--- config.mk ---
export PLATFORM = sky130hd
export DESIGN_NAME = log_fp_muldiv_serial_flat
export DESIGN_NICKNAME = d
export VERILOG_FILES = /design/src/rtl/log_fp_muldiv_serial_if.sv /design/src/rtl/log_fp_muldiv_serial.sv /design/src/flat_wrapper.sv
export SDC_FILE = /design/constraint.sdc
export NUM_CORES = 1
export LEC_CHECK = 0
export CAP_MARGIN = 20
export CELL_PAD_IN_SITES_DETAIL_PLACEMENT = 0
export CELL_PAD_IN_SITES_GLOBAL_PLACEMENT = 1
export CORE_UTILIZATION = 43
export CTS_CLUSTER_SIZE = 14
export DETAILED_ROUTE_END_ITERATION = 12
export PLACE_DENSITY_LB_ADDON = 0.15
export SLEW_MARGIN = 40
export SYNTH_ARGS = -nofsm -noshare
export SYNTH_HDL_FRONTEND = slang
export SYNTH_SLANG_ARGS = --single-unit
--- constraint.sdc ---
create_clock -name clk -period 3.2 [get_ports clk]
set_input_delay 0.64 -clock clk [delete_from_list [all_inputs] [get_ports clk]]
set_output_delay 0.64 -clock clk [all_outputs]
set_load 0.05 [all_outputs]
--- src/rtl/log_fp_muldiv_serial_if.sv ---
// Byte-stream bundle for the serial log-domain FP multiplier/divider.
// Carries operand bytes + op on the input side and result bytes + flags on the output side.
// Both directions use valid/ready; the master is the side that feeds operands and drains results.
interface log_fp_muldiv_serial_if;
    logic       in_valid;
    logic       in_ready;
    logic [7:0] a_byte;
    logic [7:0] b_byte;
    logic       op;
    logic       out_valid;
    logic       out_ready;
    logic [7:0] out_byte;
    logic [2:0] flags;

    modport master (
        output in_valid, a_byte, b_byte, op, out_ready,
        input  in_ready, out_valid, out_byte, flags
    );

    modport slave (
        input  in_valid, a_byte, b_byte, op, out_ready,
        output in_ready, out_valid, out_byte, flags
    );
endinterface

--- src/rtl/log_fp_muldiv_serial.sv ---
// Byte-serial Mitchell-approximation FP multiply/divide with IEEE-like specials and saturation.
// Latency: last input byte accepted at edge k -> first result byte valid from edge k+4.
// Backpressure: in_ready low from last input byte until last output byte is taken; out_ready low holds out_byte/flags.
module log_fp_muldiv_serial #(
    parameter int EXP_W = 5,
    parameter int MAN_W = 10,
    parameter int BIAS  = 2**(EXP_W-1)-1
) (
    input  logic                         clk,
    input  logic                         rst_n,
    log_fp_muldiv_serial_if.slave        bus
);
    localparam int W    = 1 + EXP_W + MAN_W;
    localparam int NB   = (W + 7) / 8;
    localparam int EMAX = 2**EXP_W - 1;
    localparam int EW   = EXP_W + 2;
    localparam logic [7:0]           LAST   = 8'(NB - 1);
    localparam logic [EW-1:0]        BIAS_E = EW'(BIAS);
    localparam logic signed [EW-1:0] EMAX_E = EW'(EMAX);
    localparam logic signed [EW-1:0] ZERO_E = '0;

    typedef enum logic [2:0] {IDLE, LOAD, DECODE, COMPUTE, NORM, PACK, SEND} state_t;

    state_t state, state_nxt;

    logic [7:0]        idx;
    logic [7:0]        idx_inc;
    logic [NB*8-1:0]   a_reg, b_reg;
    logic [W-1:0]      a_w, b_w;
    logic              op_q;
    logic              sa, sb;
    logic [EXP_W-1:0]  ea, eb;
    logic [MAN_W-1:0]  ma, mb;
    logic              za, zb, xa, xb;
    logic [MAN_W:0]    sum, dif;
    logic [EW-1:0]     e_mul, e_div;
    logic signed [EW-1:0] e_q;
    logic [MAN_W-1:0]  f_q;
    logic              sgn_q;
    logic              is_nan, is_inf, is_zero;
    logic              n_sign;
    logic [EXP_W-1:0]  n_exp;
    logic [MAN_W-1:0]  n_man;
    logic [2:0]        n_flags;
    logic              r_sign;
    logic [EXP_W-1:0]  r_exp;
    logic [MAN_W-1:0]  r_man;
    logic [2:0]        r_flags;
    logic [NB*8-1:0]   packed_res, res_q;
    logic              in_ready_q, out_valid_q;
    logic [7:0]        out_byte_q;
    logic [2:0]        flags_q;
    logic              in_fire, out_fire;

    assign bus.in_ready  = in_ready_q;
    assign bus.out_valid = out_valid_q;
    assign bus.out_byte  = out_byte_q;
    assign bus.flags     = flags_q;

    assign in_fire  = bus.in_valid & in_ready_q;
    assign out_fire = out_valid_q & bus.out_ready;
    assign idx_inc  = idx + 8'd1;
    assign a_w      = a_reg[W-1:0];
    assign b_w      = b_reg[W-1:0];

    // State register.
    always_ff @(posedge clk or negedge rst_n) begin
        if (!rst_n) state <= IDLE;
        else        state <= state_nxt;
    end

    // Next-state: byte collection, fixed pipeline walk, then byte emission.
    always_comb begin
        state_nxt = state;
        case (state)
            IDLE:    if (in_fire) state_nxt = (idx == LAST) ? DECODE : LOAD;
            LOAD:    if (in_fire && idx == LAST) state_nxt = DECODE;
            DECODE:  state_nxt = COMPUTE;
            COMPUTE: state_nxt = NORM;
            NORM:    state_nxt = PACK;
            PACK:    state_nxt = SEND;
            SEND:    if (out_fire && idx == LAST) state_nxt = IDLE;
            default: state_nxt = IDLE;
        endcase
    end

    // Log-domain arithmetic: mantissa add/sub stands in for multiply/divide, carry/borrow fixes the exponent.
    always_comb begin
        sum   = {1'b0, ma} + {1'b0, mb};
        dif   = {1'b0, ma} - {1'b0, mb};
        e_mul = {2'b00, ea} + {2'b00, eb} - BIAS_E + EW'(sum[MAN_W]);
        e_div = {2'b00, ea} - {2'b00, eb} + BIAS_E - EW'(dif[MAN_W]);
    end

    // Special-case classification and exponent saturation; NaN outranks Inf outranks Zero.
    always_comb begin
        n_sign  = sgn_q;
        n_exp   = e_q[EXP_W-1:0];
        n_man   = f_q;
        n_flags = 3'b000;
        if (op_q) begin
            is_nan  = (xa & xb) | (za & zb);
            is_inf  = xa | zb;
            is_zero = za | xb;
        end else begin
            is_nan  = (xa & zb) | (za & xb);
            is_inf  = xa | xb;
            is_zero = za | zb;
        end
        if (is_nan) begin
            n_sign  = 1'b0;
            n_exp   = '1;
            n_man   = {1'b1, {(MAN_W-1){1'b0}}};
            n_flags = 3'b100;
        end else if (is_inf) begin
            n_exp = '1;
            n_man = '0;
        end else if (is_zero) begin
            n_exp = '0;
            n_man = '0;
        end else if (e_q >= EMAX_E) begin
            n_exp   = '1;
            n_man   = '0;
            n_flags = 3'b010;
        end else if (e_q <= ZERO_E) begin
            n_exp   = '0;
            n_man   = '0;
            n_flags = 3'b001;
        end
    end

    // Result word, zero-padded up to a whole number of bytes.
    always_comb begin
        packed_res        = '0;
        packed_res[W-1:0] = {r_sign, r_exp, r_man};
    end

    // Datapath and registered outputs, advanced one stage per FSM state.
    always_ff @(posedge clk or negedge rst_n) begin
        if (!rst_n) begin
            idx         <= '0;
            a_reg       <= '0;
            b_reg       <= '0;
            op_q        <= 1'b0;
            sa          <= 1'b0;
            sb          <= 1'b0;
            ea          <= '0;
            eb          <= '0;
            ma          <= '0;
            mb          <= '0;
            za          <= 1'b0;
            zb          <= 1'b0;
            xa          <= 1'b0;
            xb          <= 1'b0;
            e_q         <= '0;
            f_q         <= '0;
            sgn_q       <= 1'b0;
            r_sign      <= 1'b0;
            r_exp       <= '0;
            r_man       <= '0;
            r_flags     <= '0;
            res_q       <= '0;
            in_ready_q  <= 1'b1;
            out_valid_q <= 1'b0;
            out_byte_q  <= '0;
            flags_q     <= '0;
        end else begin
            in_ready_q  <= (state_nxt == IDLE) || (state_nxt == LOAD);
            out_valid_q <= (state_nxt == SEND);
            case (state)
                IDLE, LOAD: begin
                    if (in_fire) begin
                        for (int i = 0; i < NB; i++) begin
                            if (idx == 8'(i)) begin
                                a_reg[i*8 +: 8] <= bus.a_byte;
                                b_reg[i*8 +: 8] <= bus.b_byte;
                            end
                        end
                        if (state == IDLE) op_q <= bus.op;
                        idx <= (idx == LAST) ? 8'd0 : idx_inc;
                    end
                end
                DECODE: begin
                    sa <= a_w[W-1];
                    sb <= b_w[W-1];
                    ea <= a_w[W-2 -: EXP_W];
                    eb <= b_w[W-2 -: EXP_W];
                    ma <= a_w[MAN_W-1:0];
                    mb <= b_w[MAN_W-1:0];
                    za <= (a_w[W-2 -: EXP_W] == '0);
                    zb <= (b_w[W-2 -: EXP_W] == '0);
                    xa <= (a_w[W-2 -: EXP_W] == '1);
                    xb <= (b_w[W-2 -: EXP_W] == '1);
                end
                COMPUTE: begin
                    e_q   <= op_q ? e_div : e_mul;
                    f_q   <= op_q ? dif[MAN_W-1:0] : sum[MAN_W-1:0];
                    sgn_q <= sa ^ sb;
                end
                NORM: begin
                    r_sign  <= n_sign;
                    r_exp   <= n_exp;
                    r_man   <= n_man;
                    r_flags <= n_flags;
                end
                PACK: begin
                    res_q      <= packed_res;
                    out_byte_q <= packed_res[7:0];
                    flags_q    <= r_flags;
                    idx        <= '0;
                end
                SEND: begin
                    if (out_fire) begin
                        if (idx == LAST) begin
                            idx        <= '0;
                            out_byte_q <= '0;
                            flags_q    <= '0;
                        end else begin
                            idx <= idx_inc;
                            for (int i = 0; i < NB; i++) begin
                                if (idx_inc == 8'(i)) out_byte_q <= res_q[i*8 +: 8];
                            end
                        end
                    end
                end
                default: ;
            endcase
        end
    end
endmodule

--- src/flat_wrapper.sv ---
// flat-port wrapper written by rule: the top's interface ports become plain ports
module log_fp_muldiv_serial_flat 
#(
    parameter int EXP_W = 5,
    parameter int MAN_W = 10,
    parameter int BIAS  = 2**(EXP_W-1)-1
)
  (clk, rst_n, bus_in_valid, bus_a_byte, bus_b_byte, bus_op, bus_out_ready, bus_in_ready, bus_out_valid, bus_out_byte, bus_flags);
  log_fp_muldiv_serial_if bus_i ();
  input  logic clk;
  input  logic rst_n;
  input wire logic [$bits(bus_i.in_valid)-1:0] bus_in_valid;
  input wire logic [$bits(bus_i.a_byte)-1:0] bus_a_byte;
  input wire logic [$bits(bus_i.b_byte)-1:0] bus_b_byte;
  input wire logic [$bits(bus_i.op)-1:0] bus_op;
  input wire logic [$bits(bus_i.out_ready)-1:0] bus_out_ready;
  output wire logic [$bits(bus_i.in_ready)-1:0] bus_in_ready;
  output wire logic [$bits(bus_i.out_valid)-1:0] bus_out_valid;
  output wire logic [$bits(bus_i.out_byte)-1:0] bus_out_byte;
  output wire logic [$bits(bus_i.flags)-1:0] bus_flags;
  assign bus_i.in_valid = bus_in_valid;
  assign bus_i.a_byte = bus_a_byte;
  assign bus_i.b_byte = bus_b_byte;
  assign bus_i.op = bus_op;
  assign bus_i.out_ready = bus_out_ready;
  assign bus_in_ready = bus_i.in_ready;
  assign bus_out_valid = bus_i.out_valid;
  assign bus_out_byte = bus_i.out_byte;
  assign bus_flags = bus_i.flags;
  log_fp_muldiv_serial #(.EXP_W(EXP_W), .MAN_W(MAN_W), .BIAS(BIAS)) u_core (.clk(clk), .rst_n(rst_n), .bus(bus_i));
endmodule
==> impl_metrics.xml, run 1 <==
<?xml version="1.0" encoding="UTF-8"?>
<metrics>
  <group name="detailed_routing">
    <metric name="routedWlPerCell" unit="um">15.15</metric>
    <metric name="via_count" unit="">5711</metric>
    <metric name="detailedRoute.firstIterationViolations" unit="">219</metric>
    <metric name="drt_pre_antenna_iters" unit="">5</metric>
    <metric name="drtAntennaViolNets" unit="">0</metric>
    <metric name="drt_drc_violations_left" unit="">0</metric>
    <metric name="route.detailed.vias_per_inst" unit="">5.259</metric>
    <metric name="postRouteWirelength" unit="um">16460</metric>
  </group>
  <group name="timing">
    <metric name="finalHoldViolations" unit="">0</metric>
    <metric name="final.period_utilization" unit="%">95.25</metric>
    <metric name="worstMarginPinSlew" unit="ps">683.4</metric>
    <metric name="report.final.slew_viol_count" unit="">0</metric>
    <metric name="achievable-frequency" unit="MHz">328.1</metric>
    <metric name="timing.clock.skew" unit="ps">6.302</metric>
    <metric name="hold_slack" unit="ps">201.9</metric>
    <metric name="final.setup.worst_slack" unit="ps">151.9</metric>
    <metric name="slew_headroom" unit="%">54.30</metric>
    <metric name="period_needed" unit="ps">3048</metric>
    <metric name="setup-violations-final" unit="">0</metric>
    <metric name="rsz0062_at_grt" unit="">yes</metric>
    <metric name="setup-tns-final" unit="ps">0</metric>
  </group>
  <group name="finish">
    <metric name="n_fill_cell" unit="">1584</metric>
    <metric name="share_of_final_layout_standard_cells_stronger_than_drive_strength_1" unit="%">17.07</metric>
    <metric name="post-route-util" unit="%">52.78</metric>
    <metric name="postLayoutCellArea" unit="mm2">0.009160</metric>
    <metric name="multiInputGateArea" unit="mm2">0.003856</metric>
    <metric name="finish.cell_count_without_fillers" unit="">1086</metric>
    <metric name="area_growth_syn_to_layout" unit="%">19.08</metric>
    <metric name="fin_nets" unit="">916</metric>
    <metric name="sequential_cell_area" unit="mm2">0.003655</metric>
    <metric name="num_antenna_cells" unit="">0</metric>
  </group>
  <group name="power">
    <metric name="total_leakage_power" unit="nW">4.321</metric>
    <metric name="p_clk_share" unit="%">19.9</metric>
    <metric name="switching_power" unit="mW">3.980</metric>
    <metric name="internal_power" unit="mW">5.922</metric>
    <metric name="report.power.total" unit="mW">9.902</metric>
    <metric name="power_density" unit="mW/mm2">1081</metric>
    <metric name="power.sequential.fraction" unit="%">31.1</metric>
    <metric name="net_switching_fraction_of_the_power" unit="%">40.20</metric>
    <metric name="ir_worst_vdd" unit="mV">0.4711</metric>
    <metric name="power.share.combinational" unit="%">49.0</metric>
  </group>
  <group name="critical_path">
    <metric name="rr_worst_depth" unit="">18</metric>
    <metric name="crit_path_end" unit="">u_core.e_q[5]</metric>
    <metric name="cp_max_fo" unit="">2</metric>
    <metric name="cp.arrival" unit="ps">3380</metric>
    <metric name="r2r_end" unit="">u_core.e_q[5]</metric>
    <metric name="timing.reg2reg.setup_slack" unit="ps">150</metric>
    <metric name="cp-start-kind" unit="">flop</metric>
    <metric name="reg2reg_from" unit="">u_core.ma[0]</metric>
    <metric name="crit_path_start" unit="">u_core.ma[0]</metric>
    <metric name="critPathCaptureType" unit="">flop</metric>
    <metric name="cp_data_required_time" unit="ps">3530</metric>
    <metric name="criticalPathCategory" unit="">flop to flop</metric>
  </group>
  <group name="die">
    <metric name="ioPinCount" unit="">34</metric>
    <metric name="core_area" unit="mm2">0.01736</metric>
    <metric name="die_area" unit="mm2">0.01843</metric>
    <metric name="fp-row-count" unit="">48</metric>
    <metric name="die_y" unit="um">135.8</metric>
    <metric name="die-width" unit="um">135.8</metric>
    <metric name="initial_core_utilization" unit="%">44.32</metric>
  </group>
  <group name="place">
    <metric name="cell_area_after_placement" unit="mm2">0.008424</metric>
    <metric name="place.detailed.instances" unit="">1052</metric>
    <metric name="portBuffers" unit="">33</metric>
    <metric name="post-place-ws" unit="ps">-363.9</metric>
    <metric name="dp.final_hpwl" unit="um">12060</metric>
    <metric name="finalWeightedCongestion" unit="">0.7831</metric>
  </group>
  <group name="hold_path">
    <metric name="timing.hold.worst.class" unit="">primary input to async pin</metric>
  </group>
  <group name="logic_synthesis">
    <metric name="syn_area" unit="mm2">0.007692</metric>
    <metric name="yosys-top-cells-count" unit="">sky130_fd_sc_hd__nand2_1, sky130_fd_sc_hd__dfrtp_1, sky130_fd_sc_hd__o21ai_0</metric>
    <metric name="netlist_top_cells_area" unit="">sky130_fd_sc_hd__dfrtp_1, sky130_fd_sc_hd__nand2_1, sky130_fd_sc_hd__ha_1</metric>
    <metric name="synth_largest_type_area_fraction" unit="%">47.17</metric>
    <metric name="number_of_enable_type_register_cells_in_the_synthesized_netlist" unit="">0</metric>
    <metric name="yosys.cell_types.count" unit="">59</metric>
    <metric name="synthMostInstantiatedCell" unit="">sky130_fd_sc_hd__nand2_1</metric>
    <metric name="synth_warnings" unit="">0</metric>
    <metric name="post_synth.cell_area_avg" unit="um2">9.652</metric>
    <metric name="sequential_to_total_area_share_from_yosys_stat" unit="%">47.51</metric>
    <metric name="synthDominantAreaCellType" unit="">sky130_fd_sc_hd__dfrtp_1</metric>
    <metric name="register_bit_count_reported_by_yosys" unit="">146</metric>
    <metric name="yosys_most_used_dff" unit="">sky130_fd_sc_hd__dfrtp_1</metric>
    <metric name="ys_async_sr_fraction" unit="%">100.0</metric>
    <metric name="syn-num-nets" unit="">865</metric>
    <metric name="synthCells" unit="">797</metric>
  </group>
  <group name="grt">
    <metric name="number_of_antenna_violations_at_the_first_check_in_global_routing" unit="">0</metric>
    <metric name="via_count_of_the_first_global_routing_pass" unit="">5705</metric>
    <metric name="globalRouteTotalUtil" unit="%">19.67</metric>
    <metric name="wire_length_of_the_first_global_routing_pass" unit="um">28210</metric>
    <metric name="grt_start_max_net_pins" unit="">67</metric>
    <metric name="grt_overflow" unit="">0</metric>
  </group>
  <group name="cts">
    <metric name="h-tree-depth" unit="">4</metric>
    <metric name="tritoncts_clock_tree" unit="">done</metric>
    <metric name="insertion_delay" unit="ps">420</metric>
    <metric name="number_of_buffers_added_by_the_clock_tree_synthesis_step" unit="">17</metric>
    <metric name="clkTransAtPathRegs" unit="ps">60</metric>
    <metric name="cts_buffer_depth" unit="">2</metric>
    <metric name="cts.sinks" unit="">146</metric>
    <metric name="clock_tree.root_cell" unit="">sky130_fd_sc_hd__clkbuf_16</metric>
    <metric name="count_of_hold_fix_buffers_inserted_at_cts" unit="">0</metric>
  </group>
  <group name="status">
    <metric name="outcome" unit="">finished clean</metric>
  </group>
  <group name="run">
    <metric name="maxCapViolations" unit="">0</metric>
  </group>
</metrics>
## worst max-delay path, cell delays in order, from the launching register on
cell	delay, ps
sky130_fd_sc_hd__dfrtp_1	390
sky130_fd_sc_hd__inv_2	80
sky130_fd_sc_hd__ha_4	140
sky130_fd_sc_hd__fa_2	210
sky130_fd_sc_hd__nor2b_2	50
sky130_fd_sc_hd__o21ai_2	140
sky130_fd_sc_hd__a21boi_2	80
sky130_fd_sc_hd__o41ai_2	200
sky130_fd_sc_hd__buf_4	160
sky130_fd_sc_hd__o21ba_4	120
sky130_fd_sc_hd__o21ai_2	60
sky130_fd_sc_hd__ha_2	190
sky130_fd_sc_hd__ha_4	160
sky130_fd_sc_hd__fa_2	330
sky130_fd_sc_hd__a21o_1	170
sky130_fd_sc_hd__a21oi_2	140
sky130_fd_sc_hd__xor2_1	140
sky130_fd_sc_hd__mux2i_1	80
sky130_fd_sc_hd__o21ai_1	110
## final cells by class
| class | count | share of cell area, % |
|---|---|---|
| tap | 225 | 3.073 |
| multi-input combinational | 570 | 42.10 |
| clock inverter | 12 | 1.448 |
| clock buffer | 20 | 4.986 |
| inverter | 42 | 1.721 |
| sequential | 146 | 39.90 |
| timing repair buffer | 71 | 6.775 |
## layer usage
| metal | share of wire [%] | vias to the layer above | global-route usage (%) |
|---|---|---|---|
| met2 | 49 | 95 | 33.16 |
| met4 | 1.9 | 0 | 7.179 |
| met5 | 0 | - | 0 |
| met3 | 3.1 | 20 | 3.479 |
| li1 | - | 2849 | - |
| met1 | 46 | 2747 | 25.16 |
## power groups by stage
stage               logic, mW  clock network, mW  registers, mW
floorplan                3.29                  0           3.09
global placement         4.50                  0           3.07
detailed placement       4.58                  0           3.11
CTS                      4.75               2.01           3.08
global route             5.48               2.09           3.18
finish                   4.86               1.97           3.08
## cell usage in the layout, fill, tap and decap left out, types with 11 or more instances in the layout
cell type,n
sky130_fd_sc_hd__nand2_1,166
sky130_fd_sc_hd__dfrtp_1,145
sky130_fd_sc_hd__o21ai_0,65
sky130_fd_sc_hd__mux2_2,42
sky130_fd_sc_hd__inv_1,39
sky130_fd_sc_hd__buf_4,37
sky130_fd_sc_hd__ha_1,36
sky130_fd_sc_hd__nor2_1,32
sky130_fd_sc_hd__clkdlybuf4s50_1,32
sky130_fd_sc_hd__o31ai_1,20
sky130_fd_sc_hd__nand3_1,20
sky130_fd_sc_hd__a21oi_1,19
sky130_fd_sc_hd__xnor2_1,17
sky130_fd_sc_hd__clkbuf_16,17
sky130_fd_sc_hd__mux2i_1,11
## kinds of logic (layout without fill, tap and decap cells)
group,count (synthesis),after routing,share of synthesized area [%]
DFF,146,146,47.51
xor gates and xnor gates,26,26,2.960
AOI/OAI and AO/OA,162,162,13.06
and+or+nand+nor,280,280,16.22
muxes,55,55,7.872
buffers and inverters,81,145,4.245
adders and majority gates,47,47,8.133
## how the worst min path moves through the flow
stage	start	end	slack (ps)	depth (start not counted)
after floorplan	rst_n	u_core.a_reg[0]	340	0
after global placement	u_core.a_reg[9]	u_core.ma[9]	440	2
after detailed placement	u_core.a_reg[15]	u_core.sa	450	2
after CTS	rst_n	u_core.idx[6]	230	1
after global routing	rst_n	u_core.idx[2]	250	1
final	rst_n	u_core.idx[2]	200	1
## repair_timing
item,CTS,global route
gates resized for setup,23,11
setup endpoints to repair,5,5
setup buffers,2,0
pin swaps,15,6
Power figures use the tool's default switching activity.
==> inputs of run 2 (changes only) <==
Settings changed: CELL_PAD_IN_SITES_DETAIL_PLACEMENT 0 to not set, CELL_PAD_IN_SITES_GLOBAL_PLACEMENT 1 to not set, CORE_ASPECT_RATIO set to 0.7, CORE_UTILIZATION 43 to 45.
==> run 2 against run 1 <==
Compared with the run above: critical path type unchanged; sequential power hardly changed; power rose by 2.2%; combinational power is 3% higher; largest cell class unchanged; global-route usage is 1.3 points higher; design area rose by 1.3%; flip-flop and latch count unchanged; critical path depth is the same; hold slack worse by 7.4 ps; wire length up 2.3%; via count is 0.30% higher; die area down 4.3%.
==> impl_metrics.xml, run 2 (synthesis results as in run 1) <==
<?xml version="1.0" encoding="UTF-8"?>
<metrics>
  <group name="power">
    <metric name="power_density" unit="mW/mm2">1091</metric>
    <metric name="total_leakage_power" unit="nW">4.382</metric>
    <metric name="ir_worst_vdd" unit="mV">0.4384</metric>
    <metric name="report.power.total" unit="mW">10.12</metric>
  </group>
  <group name="detailed_routing">
    <metric name="postRouteWirelength" unit="um">16840</metric>
    <metric name="drt_pre_antenna_iters" unit="">4</metric>
    <metric name="drtAntennaViolNets" unit="">0</metric>
    <metric name="route.detailed.vias_per_inst" unit="">5.222</metric>
    <metric name="via_count" unit="">5728</metric>
    <metric name="detailedRoute.firstIterationViolations" unit="">361</metric>
    <metric name="drt_drc_violations_left" unit="">0</metric>
    <metric name="routedWlPerCell" unit="um">15.35</metric>
  </group>
  <group name="grt">
    <metric name="number_of_antenna_violations_at_the_first_check_in_global_routing" unit="">0</metric>
    <metric name="wire_length_of_the_first_global_routing_pass" unit="um">28970</metric>
    <metric name="via_count_of_the_first_global_routing_pass" unit="">5683</metric>
    <metric name="grt_start_max_net_pins" unit="">70</metric>
    <metric name="globalRouteTotalUtil" unit="%">21.00</metric>
    <metric name="grt_overflow" unit="">0</metric>
  </group>
  <group name="finish">
    <metric name="num_antenna_cells" unit="">0</metric>
    <metric name="area_growth_syn_to_layout" unit="%">20.58</metric>
    <metric name="share_of_final_layout_standard_cells_stronger_than_drive_strength_1" unit="%">18.35</metric>
    <metric name="n_fill_cell" unit="">1469</metric>
    <metric name="commonest_non_fill_non_tap_cells_in_the_layout" unit="">sky130_fd_sc_hd__nand2_1, sky130_fd_sc_hd__dfrtp_1, sky130_fd_sc_hd__o21ai_0, sky130_fd_sc_hd__buf_4, sky130_fd_sc_hd__mux2_2</metric>
    <metric name="finish.cell_count_without_fillers" unit="">1097</metric>
    <metric name="final_common_cell" unit="">sky130_fd_sc_hd__nand2_1</metric>
    <metric name="post-route-util" unit="%">56.24</metric>
    <metric name="fin_nets" unit="">927</metric>
    <metric name="postLayoutCellArea" unit="mm2">0.009275</metric>
  </group>
  <group name="cts">
    <metric name="insertion_delay" unit="ps">420</metric>
    <metric name="tritoncts_clock_tree" unit="">done</metric>
    <metric name="h-tree-depth" unit="">4</metric>
    <metric name="cts_buffer_depth" unit="">2</metric>
    <metric name="number_of_buffers_added_by_the_clock_tree_synthesis_step" unit="">17</metric>
    <metric name="clkTransAtPathRegs" unit="ps">70</metric>
    <metric name="clock_tree.root_cell" unit="">sky130_fd_sc_hd__clkbuf_16</metric>
    <metric name="cts.sinks" unit="">146</metric>
  </group>
  <group name="die">
    <metric name="die-width" unit="um">158.3</metric>
    <metric name="die_area" unit="mm2">0.01763</metric>
    <metric name="core_area" unit="mm2">0.01649</metric>
    <metric name="ioPinCount" unit="">34</metric>
    <metric name="die_y" unit="um">111.4</metric>
    <metric name="fp-row-count" unit="">39</metric>
    <metric name="initial_core_utilization" unit="%">46.64</metric>
  </group>
  <group name="critical_path">
    <metric name="timing.reg2reg.setup_slack" unit="ps">90</metric>
    <metric name="cp_data_required_time" unit="ps">3490</metric>
    <metric name="criticalPathCategory" unit="">flop to flop</metric>
    <metric name="reg2reg_from" unit="">u_core.mb[0]</metric>
    <metric name="cp.arrival" unit="ps">3390</metric>
    <metric name="r2r_end" unit="">u_core.e_q[5]</metric>
    <metric name="cp_max_fo" unit="">2</metric>
    <metric name="critPathCaptureType" unit="">flop</metric>
    <metric name="cp-start-kind" unit="">flop</metric>
    <metric name="rr_worst_depth" unit="">18</metric>
  </group>
  <group name="timing">
    <metric name="finalHoldViolations" unit="">0</metric>
    <metric name="slew_headroom" unit="%">57.86</metric>
    <metric name="rsz0062_at_grt" unit="">yes</metric>
    <metric name="setup-violations-final" unit="">0</metric>
    <metric name="final.period_utilization" unit="%">97.04</metric>
    <metric name="achievable-frequency" unit="MHz">322.0</metric>
    <metric name="report.final.slew_viol_count" unit="">0</metric>
    <metric name="period_needed" unit="ps">3105</metric>
    <metric name="timing.clock.skew" unit="ps">12.67</metric>
    <metric name="worstMarginPinSlew" unit="ps">632.2</metric>
    <metric name="setup-tns-final" unit="ps">0</metric>
  </group>
  <group name="place">
    <metric name="cell_area_after_placement" unit="mm2">0.008454</metric>
    <metric name="dp.final_hpwl" unit="um">12310</metric>
    <metric name="place.detailed.instances" unit="">1056</metric>
    <metric name="finalWeightedCongestion" unit="">0.8183</metric>
    <metric name="portBuffers" unit="">33</metric>
  </group>
  <group name="hold_path">
    <metric name="timing.hold.worst.class" unit="">primary input to async pin</metric>
  </group>
  <group name="status">
    <metric name="outcome" unit="">finished clean</metric>
  </group>
  <group name="run">
    <metric name="maxCapViolations" unit="">0</metric>
  </group>
</metrics>
-- run 2: layout make-up --
class / instances / area [um2] / share of cell area (%)
multi-input cells: 570 / 3872 / 41.75
inverters: 42 / 157.7 / 1.700
well taps: 225 / 281.5 / 3.035
repair buffers: 82 / 703.2 / 7.581
clock inverters: 14 / 176.4 / 1.902
clock buffers: 18 / 429.2 / 4.627
flip-flops and latches: 146 / 3655 / 39.40
-- run 2: critical path, cell delays in order (launching register included) --
cell and delay [ps]:
sky130_fd_sc_hd__dfrtp_1 390, sky130_fd_sc_hd__buf_4 140, sky130_fd_sc_hd__ha_4 150, sky130_fd_sc_hd__fa_2 350
sky130_fd_sc_hd__nor2b_2 120, sky130_fd_sc_hd__o21ai_2 70, sky130_fd_sc_hd__a21boi_2 160, sky130_fd_sc_hd__o41ai_2 80
sky130_fd_sc_hd__buf_4 140, sky130_fd_sc_hd__o21ba_2 190, sky130_fd_sc_hd__o21ai_2 140, sky130_fd_sc_hd__ha_2 200
sky130_fd_sc_hd__ha_4 130, sky130_fd_sc_hd__fa_2 190, sky130_fd_sc_hd__a21o_1 130, sky130_fd_sc_hd__a21oi_2 60
sky130_fd_sc_hd__xor2_1 130, sky130_fd_sc_hd__mux2i_1 130, sky130_fd_sc_hd__o21ai_1 70
-- run 2: through the flow --
stage          hold WS, ps  setup WS (ps)
6_report             194.5          94.87
5_1_grt              231.4         -103.1
4_1_cts              235.8         0.8022
3_5_place_dp         452.8         -336.2
3_3_place_gp         444.7         -291.2
2_1_floorplan        344.4          10.43
-- run 2: how the worst max path moves through the flow --
stage	from	to	depth (start not counted)
5_1_grt	u_core.mb[0]	u_core.e_q[5]	19
4_1_cts	u_core.mb[0]	u_core.e_q[5]	18
6_report	u_core.mb[0]	u_core.e_q[5]	18
2_1_floorplan	u_core.mb[2]	u_core.e_q[5]	16
3_5_place_dp	u_core.ma[0]	u_core.e_q[5]	18
3_3_place_gp	u_core.ma[0]	u_core.e_q[5]	18
-- run 2: timing repair --
item	4_1_cts	5_1_grt
buffers inserted	8	1
hold buffers	0	0
resized for setup	18	18
pin swaps	13	7
endpoints found under the setup margin	5	5
-- run 2: report_power, final --
part | switching [mW] | leakage, nW | total (mW) | internal, mW
Combinational | 2.75 | 2.17 | 5.02 | 2.27
Clock | 0.795 | 0.280 | 2.03 | 1.23
Sequential | 0.553 | 1.93 | 3.08 | 2.53
Total | 4.10 | 4.38 | 10.1 | 6.03
-- run 2: layer usage --
layer  vias up  track usage [%]  wire (um)
met2        85            31.73       7570
met1      2771            30.76       8769
met4         0            5.064         82
met3         6            4.438        417
met5         -                0          0
li1       2866                -          -
==> inputs of run 3 (changes only) <==
Settings changed: ABC_AREA set to 0.
==> results of run 3 <==
Final layout, timing and power as in run 2 (identical DEF).
